File: src/rtl/me_pkg.sv
// Shared types and size helpers for the full-search motion estimator.
package me_pkg;

   typedef enum logic [1:0] {
      ST_IDLE   = 2'd0,
      ST_SEARCH = 2'd1,
      ST_DONE   = 2'd2
   } me_state_t;

   // Motion vector component, also consumed by motion compensation.
   typedef logic [5:0] mv_t;

   function automatic int sad_width(input int mb, input int pw);
      return pw + $clog2(mb * mb);
   endfunction

   function automatic int num_cand(input int rf, input int mb);
      return (rf - mb + 1) * (rf - mb + 1);
   endfunction

endpackage

File: src/rtl/sad_row.sv
// Combinational sum of absolute differences across one block row.
module sad_row #(
   parameter int MB_SIZE     = 4,
   parameter int PIXEL_WIDTH = 8,
   parameter int SAD_W       = 12
) (
   input  logic [MB_SIZE-1:0][PIXEL_WIDTH-1:0] i_curr,
   input  logic [MB_SIZE-1:0][PIXEL_WIDTH-1:0] i_ref,
   output logic [SAD_W-1:0]                    o_sad
);

   logic [MB_SIZE-1:0][PIXEL_WIDTH-1:0] w_diff;

   generate
      for (genvar gi = 0; gi < MB_SIZE; gi++) begin : g_diff
         assign w_diff[gi] = (i_curr[gi] > i_ref[gi]) ? (i_curr[gi] - i_ref[gi])
                                                      : (i_ref[gi] - i_curr[gi]);
      end
   endgenerate

   always_comb begin
      o_sad = '0;
      for (int i = 0; i < MB_SIZE; i++) begin
         o_sad = o_sad + SAD_W'(w_diff[i]);
      end
   end

endmodule

File: src/rtl/motion_estimation_fs.sv
// Full-search block motion estimator, one candidate row per cycle.
// Optional feature: define ME_EARLY_TERM_EN to abandon hopeless candidates early.
module motion_estimation_fs
   import me_pkg::*;
#(
   parameter  int MB_SIZE        = 4,
   parameter  int PIXEL_WIDTH    = 8,
   parameter  int REF_FRAME_SIZE = 8,
   localparam int SAD_W          = sad_width(MB_SIZE, PIXEL_WIDTH)
) (
   input  logic                                                          clk,
   input  logic                                                          reset,
   input  logic                                                          start,
   input  logic [REF_FRAME_SIZE-1:0][REF_FRAME_SIZE-1:0][PIXEL_WIDTH-1:0] ref_frame,
   input  logic [MB_SIZE-1:0][MB_SIZE-1:0][PIXEL_WIDTH-1:0]               curr_mb,
   output logic                                                          busy,
   output logic                                                          done,
   output mv_t                                                           mv_x,
   output mv_t                                                           mv_y,
   output logic [SAD_W-1:0]                                              min_sad
);

   localparam int MAX_OFF = REF_FRAME_SIZE - MB_SIZE;
   localparam int RW      = (MB_SIZE > 1) ? $clog2(MB_SIZE) : 1;
   localparam int FW      = (REF_FRAME_SIZE > 1) ? $clog2(REF_FRAME_SIZE) : 1;

   me_state_t          r_state;
   mv_t                r_cx, r_cy, r_best_x, r_best_y, r_mv_x, r_mv_y;
   logic [RW-1:0]      r_row;
   logic [SAD_W-1:0]   r_acc, r_best_sad, r_min_sad;

   logic [FW-1:0]                       w_ref_r;
   logic [MB_SIZE-1:0][PIXEL_WIDTH-1:0] w_ref_pix;
   logic [SAD_W-1:0]                    w_row_sad, w_cand_sad;
   logic w_last_row, w_last_x, w_last_cand, w_take, w_abandon, w_enter;

   assign w_ref_r = FW'(r_cy) + FW'(r_row);

   generate
      for (genvar gi = 0; gi < MB_SIZE; gi++) begin : g_ref
         logic [FW-1:0] w_ref_c;
         assign w_ref_c       = FW'(r_cx) + FW'(gi);
         assign w_ref_pix[gi] = ref_frame[w_ref_r][w_ref_c];
      end
   endgenerate

   sad_row #(
      .MB_SIZE     (MB_SIZE),
      .PIXEL_WIDTH (PIXEL_WIDTH),
      .SAD_W       (SAD_W)
   ) u_sad_row (
      .i_curr (curr_mb[r_row]),
      .i_ref  (w_ref_pix),
      .o_sad  (w_row_sad)
   );

   assign w_cand_sad  = r_acc + w_row_sad;
   assign w_last_row  = (r_row == RW'(MB_SIZE - 1));
   assign w_last_x    = (r_cx == mv_t'(MAX_OFF));
   assign w_last_cand = w_last_x && (r_cy == mv_t'(MAX_OFF));
   // Strict compare keeps the earliest candidate on ties.
   assign w_take      = w_last_row && (w_cand_sad < r_best_sad);
   assign w_enter     = start && (r_state != ST_SEARCH);

`ifdef ME_EARLY_TERM_EN
   // A partial already at the best can never win strictly, so skip the rest.
   assign w_abandon = !w_last_row && (w_cand_sad >= r_best_sad);
`else
   assign w_abandon = 1'b0;
`endif

   always_ff @(posedge clk or posedge reset) begin
      if (reset) begin
         r_state    <= ST_IDLE;
         r_cx       <= '0;
         r_cy       <= '0;
         r_row      <= '0;
         r_acc      <= '0;
         r_best_sad <= '0;
         r_best_x   <= '0;
         r_best_y   <= '0;
         r_mv_x     <= '0;
         r_mv_y     <= '0;
         r_min_sad  <= '0;
      end else if (w_enter) begin
         r_state    <= ST_SEARCH;
         r_cx       <= '0;
         r_cy       <= '0;
         r_row      <= '0;
         r_acc      <= '0;
         r_best_sad <= '1;
         r_best_x   <= '0;
         r_best_y   <= '0;
      end else if (r_state == ST_SEARCH) begin
         if (w_last_row || w_abandon) begin
            r_acc <= '0;
            r_row <= '0;
            if (w_take) begin
               r_best_sad <= w_cand_sad;
               r_best_x   <= r_cx;
               r_best_y   <= r_cy;
            end
            if (w_last_cand) begin
               r_state   <= ST_DONE;
               r_mv_x    <= w_take ? r_cx : r_best_x;
               r_mv_y    <= w_take ? r_cy : r_best_y;
               r_min_sad <= w_take ? w_cand_sad : r_best_sad;
            end else if (w_last_x) begin
               r_cx <= '0;
               r_cy <= r_cy + 6'd1;
            end else begin
               r_cx <= r_cx + 6'd1;
            end
         end else begin
            r_acc <= w_cand_sad;
            r_row <= r_row + RW'(1);
         end
      end else begin
         r_state <= ST_IDLE;
      end
   end

   assign busy    = (r_state == ST_SEARCH);
   assign done    = (r_state == ST_DONE);
   assign mv_x    = r_mv_x;
   assign mv_y    = r_mv_y;
   assign min_sad = r_min_sad;

endmodule

File: config.mk
export PLATFORM = sky130hd
export DESIGN_NAME = motion_estimation_fs
export DESIGN_NICKNAME = d
export VERILOG_FILES = /design/src/rtl/me_pkg.sv /design/src/rtl/sad_row.sv /design/src/rtl/motion_estimation_fs.sv
export SDC_FILE = /design/constraint.sdc
export NUM_CORES = 1
export LEC_CHECK = 0
export BUFFER_PORTS_ARGS = -buffer_cell sky130_fd_sc_hd__buf_2
export CORE_AREA = 2 2 257 259
export DETAILED_ROUTE_END_ITERATION = 7
export DIE_AREA = 0 0 259 261
export GPL_TIMING_DRIVEN = 1
export PLACE_DENSITY = 0.52
export SLEW_MARGIN = 20
export SYNTH_ARGS = -nofsm -noshare
export SYNTH_HDL_FRONTEND = slang
export SYNTH_HIERARCHICAL = 1
export SYNTH_SLANG_ARGS = --single-unit
File: constraint.sdc
create_clock -name clk -period 10.32 [get_ports clk]
set_input_delay 2.064 -clock clk [delete_from_list [all_inputs] [get_ports clk]]
set_output_delay 2.064 -clock clk [all_outputs]
set_load 0.05 [all_outputs]
==> run summary <==
Post-Route WL -> 89000 um
most common flop cell mapped by yosys -> sky130_fd_sc_hd__dfrtp_1
Layout Area Growth over Synthesis -> 42.0%
area of the die -> 0.0676 mm2
Routed WL per cell -> 29.0 um
number of sinks on the clock net -> 76
final worst path period need -> 9.81 ns
Die X-Extent -> 259 um
HP Start -> mv_x[4]
number of antenna violations at the first check in global routing -> 79
port bufs -> 668
Vias -> 15.4k
final number of max-transition violations -> 0
FF-to-FF End -> r_best_sad[9]
Post-Place Setup Slack -> -0.387 ns
worst reg2reg path startpoint -> r_cy[0]
number of cells traversed by the worst register-to-register path -> 43
cell depth of the worst min-delay path -> 2
routed via count divided by cell count -> 5.04
root buffer cell -> sky130_fd_sc_hd__clkbuf_16
number of rows created at floorplan -> 94
Synth async-reset ratio -> 1.00
vias in the first global route -> 15.2k
number of enable flip-flop cells after synthesis -> 0
number of warnings reported in the yosys synthesis log -> 6
die height -> 261 um
post-CTS clock slew at the launch and capture registers of the worst setup and hold paths -> 0.06 ns
Setup crit start -> ref_frame[472]
core region area -> 0.0650 mm2
placer congestion estimate -> 0.987
fraction of layout instances using a drive strength above 1 -> 0.514
RSZ-0062 raised after global routing -> no
later-pin clock latency in the skew report -> 0.34 ns
CTS H-Tree Depth -> 3
synthesized area per cell -> 9.70 um2
count of nets left with antenna violations after detail routing -> 0
Critical Path Sink Type -> register
peak per-stage delay on the critical path -> 0.52 ns
transition at the pin with the smallest max-transition slack -> 0.983 ns
Max-slew headroom -> 0.342
I/O pin cnt -> 669
number of instances in the placed design -> 3017
initial detailed-routing violation count -> 1175
slowest cell on the critical path -> sky130_fd_sc_hd__fa_1
result of the run -> completed
timing-limited maximum frequency -> 102 MHz
final net count -> 2934
cell count after synthesis -> 1423
Hold Vio Cnt, Final -> 0
final count of negative-setup-slack endpoints -> 0
Hold Path End -> mv_x[4]
Worst Path Class, Setup -> in -> reg
Req. time, crit path -> 10.58 ns
TritonCTS clock tree -> yes
Max Cap Viol -> 0
count of non-filler cells in the finished layout -> 3064
starting density of the core -> 0.212
global-route wire length before repair -> 118000 um
GRT overflow -> 0
flop and latch count out of synthesis -> 76
number of buffers between clock root and the deepest sink -> 2
Inserted Clock Buffers -> 9
Global Route Usage Sum -> 0.253
HP Class -> reg -> reg
first-pass iteration count of the detailed router -> 5
post-route clock skew -> 0.00559 ns
cts hold-fix bufs -> 0
largest fanout on the critical path -> 10
part of the Yosys area used for sequential elements -> 0.138
post-synthesis instance area -> 0.0138 mm2
maximum number of pins on one net before global-route repair -> 77
setup ws final -> 0.511 ns
Worst EP arrival -> 10.07 ns
post-route DRC violation count -> 0
worst-case register-to-register setup slack -> 0.58 ns
dpl hpwl -> 79800 um
kind of launch point of the worst setup path -> input port
final clock period utilization by the worst path -> 0.951
library cells used by synthesis -> 76
-- worst max path at each step --
stage	end	slack, ns
final	r_best_sad[9]	0.51
after global routing	r_best_sad[9]	0.001
after CTS	r_best_sad[9]	0.11
after detailed placement	r_best_sad[9]	-0.39
after global placement	r_best_sad[9]	-0.35
after floorplan	mv_y[0]	0.81
-- cells in the final DEF (no fill, tap or decap), types with 9 or more instances in the layout --
cell type and instances:
sky130_fd_sc_hd__o21ai_1 47, sky130_fd_sc_hd__mux2i_1 58, sky130_fd_sc_hd__a211oi_1 15, sky130_fd_sc_hd__nand4_1 12, sky130_fd_sc_hd__buf_2 668, sky130_fd_sc_hd__buf_12 11
sky130_fd_sc_hd__a21o_1 21, sky130_fd_sc_hd__o21ai_2 15, sky130_fd_sc_hd__buf_4 159, sky130_fd_sc_hd__nand2b_1 10, sky130_fd_sc_hd__ha_1 96, sky130_fd_sc_hd__xor2_1 16
sky130_fd_sc_hd__mux2_2 34, sky130_fd_sc_hd__nand3b_1 10, sky130_fd_sc_hd__clkbuf_16 9, sky130_fd_sc_hd__nor3_1 9, sky130_fd_sc_hd__a22o_1 11, sky130_fd_sc_hd__inv_1 118
sky130_fd_sc_hd__o221ai_1 25, sky130_fd_sc_hd__dfrtp_1 72, sky130_fd_sc_hd__nand3_1 20, sky130_fd_sc_hd__nor2_1 50, sky130_fd_sc_hd__diode_2 28, sky130_fd_sc_hd__o22a_1 34
sky130_fd_sc_hd__fa_1 25, sky130_fd_sc_hd__a21oi_1 54, sky130_fd_sc_hd__mux4_2 160, sky130_fd_sc_hd__nand2_1 172, sky130_fd_sc_hd__xnor2_1 20, sky130_fd_sc_hd__o21ai_0 77
-- cells by family (layout without fill, tap and decap cells) --
group,Yosys count,in the layout,share of synthesized area
AOI/OAI and AO/OA,368,368,0.185
xor gates and xnor gates,39,39,0.0272
adders and majority gates,124,124,0.127
buffers and inverters,227,975,0.0746
DFF,76,76,0.138
muxes,261,261,0.338
other,1,30,0.000272
and+or+nand+nor,327,327,0.110
-- worst max-delay path: cells and delay by family --
family          cells  cell delay (ns)
simple gates        8             0.90
fa+ha+maj           8             2.64
mux                 3             1.08
compound gates     13             2.58
buf+inv             6             0.82
-- through the flow --
step / instance area [um2] / hold slack [ns] / util / setup TNS, ns
global placement: 19100 / 0.457 / 0.293 / -13.60
detailed placement: 19100 / 0.455 / 0.293 / -14.42
finish: 19600 / 0.470 / 0.301 / 0
floorplan: 13800 / 0.456 / - / 0
CTS: 19400 / 0.471 / 0.298 / 0
global route: 19600 / 0.508 / 0.301 / 0
-- final cells by class --
class / instances / area, um2
diodes: 28 / 70.1
clock buffers: 10 / 239
clock inverters: 6 / 86.3
fillers: 6894 / 45400
inverters: 121 / 454
multi-input cells: 1121 / 11000
flip-flops and latches: 76 / 1910
well taps: 864 / 1080
repair buffers: 838 / 4760
-- flip-flops by register name, indices dropped and copies added (netlist names) --
register and count:
min_sad 12, mv_x 6, mv_y 6, r_acc 12, r_best_sad 12, r_best_x 6
r_best_y 6, r_cx 6, r_cy 6, r_row 2, r_state 2
-- what timing repair did --
item                                    CTS  global route
gates cloned                              0             0
setup buffers                             0             3
endpoints found under the setup margin   22            48
pin swaps                                 0             6
gates resized for setup                   2            27
hold endpoints to repair                  0             0
-- synthesized netlist by cell type (4+ instances only) --
cell                         n  area (um2)
sky130_fd_sc_hd__o21ai_0    83         415
sky130_fd_sc_hd__nand2b_1   10        62.6
sky130_fd_sc_hd__a211oi_2    4        50.1
sky130_fd_sc_hd__nor2_1     50         188
sky130_fd_sc_hd__nand2_1   172         646
sky130_fd_sc_hd__o21a_1      6        45.0
sky130_fd_sc_hd__o21ai_1    45         225
sky130_fd_sc_hd__o21ai_2    11        96.3
sky130_fd_sc_hd__clkbuf_1   38         143
sky130_fd_sc_hd__o22a_1     34         298
sky130_fd_sc_hd__or2_2       5        31.3
sky130_fd_sc_hd__buf_6      11         124
sky130_fd_sc_hd__mux2i_1    63         631
sky130_fd_sc_hd__or3_1       5        31.3
sky130_fd_sc_hd__buf_4      16         120
sky130_fd_sc_hd__nor2b_1     4        25.0
sky130_fd_sc_hd__nor3b_1     4        30.0
sky130_fd_sc_hd__buf_2      27         135
sky130_fd_sc_hd__nand3b_1   10        75.1
sky130_fd_sc_hd__mux4_2    160        3600
sky130_fd_sc_hd__o211ai_1    7        52.6
sky130_fd_sc_hd__buf_1      13        48.8
sky130_fd_sc_hd__and2_1      7        43.8
sky130_fd_sc_hd__a211oi_1   15         113
sky130_fd_sc_hd__o22ai_1     4        25.0
sky130_fd_sc_hd__ha_1       98        1230
sky130_fd_sc_hd__dfrtp_1    76        1900
sky130_fd_sc_hd__fa_1       26         521
sky130_fd_sc_hd__a221o_1     6        60.1
sky130_fd_sc_hd__nand3_1    20         100
sky130_fd_sc_hd__nand4_1    12        75.1
sky130_fd_sc_hd__a21o_1     21         158
sky130_fd_sc_hd__o21bai_1    5        37.5
sky130_fd_sc_hd__a21oi_1    55         275
sky130_fd_sc_hd__inv_1     120         450
sky130_fd_sc_hd__o221ai_1   32         280
sky130_fd_sc_hd__xor2_1     16         140
sky130_fd_sc_hd__a22o_1     11        96.3
sky130_fd_sc_hd__xnor2_1    20         175
sky130_fd_sc_hd__nor3_1     10        50.1
sky130_fd_sc_hd__a31oi_1     5        31.3
sky130_fd_sc_hd__mux2_2     34         383
-- routing by layer --
layer	wire, um	up-vias	global-route usage
met3	7950	172	0.0832
li1	-	6922	-
met5	339	-	0.0347
met1	33400	7586	0.294
met4	3830	30	0.109
met2	43400	739	0.422
Power is not shown: default switching activity piles up to over one toggle a cycle in this logic, so the estimate is an artifact.
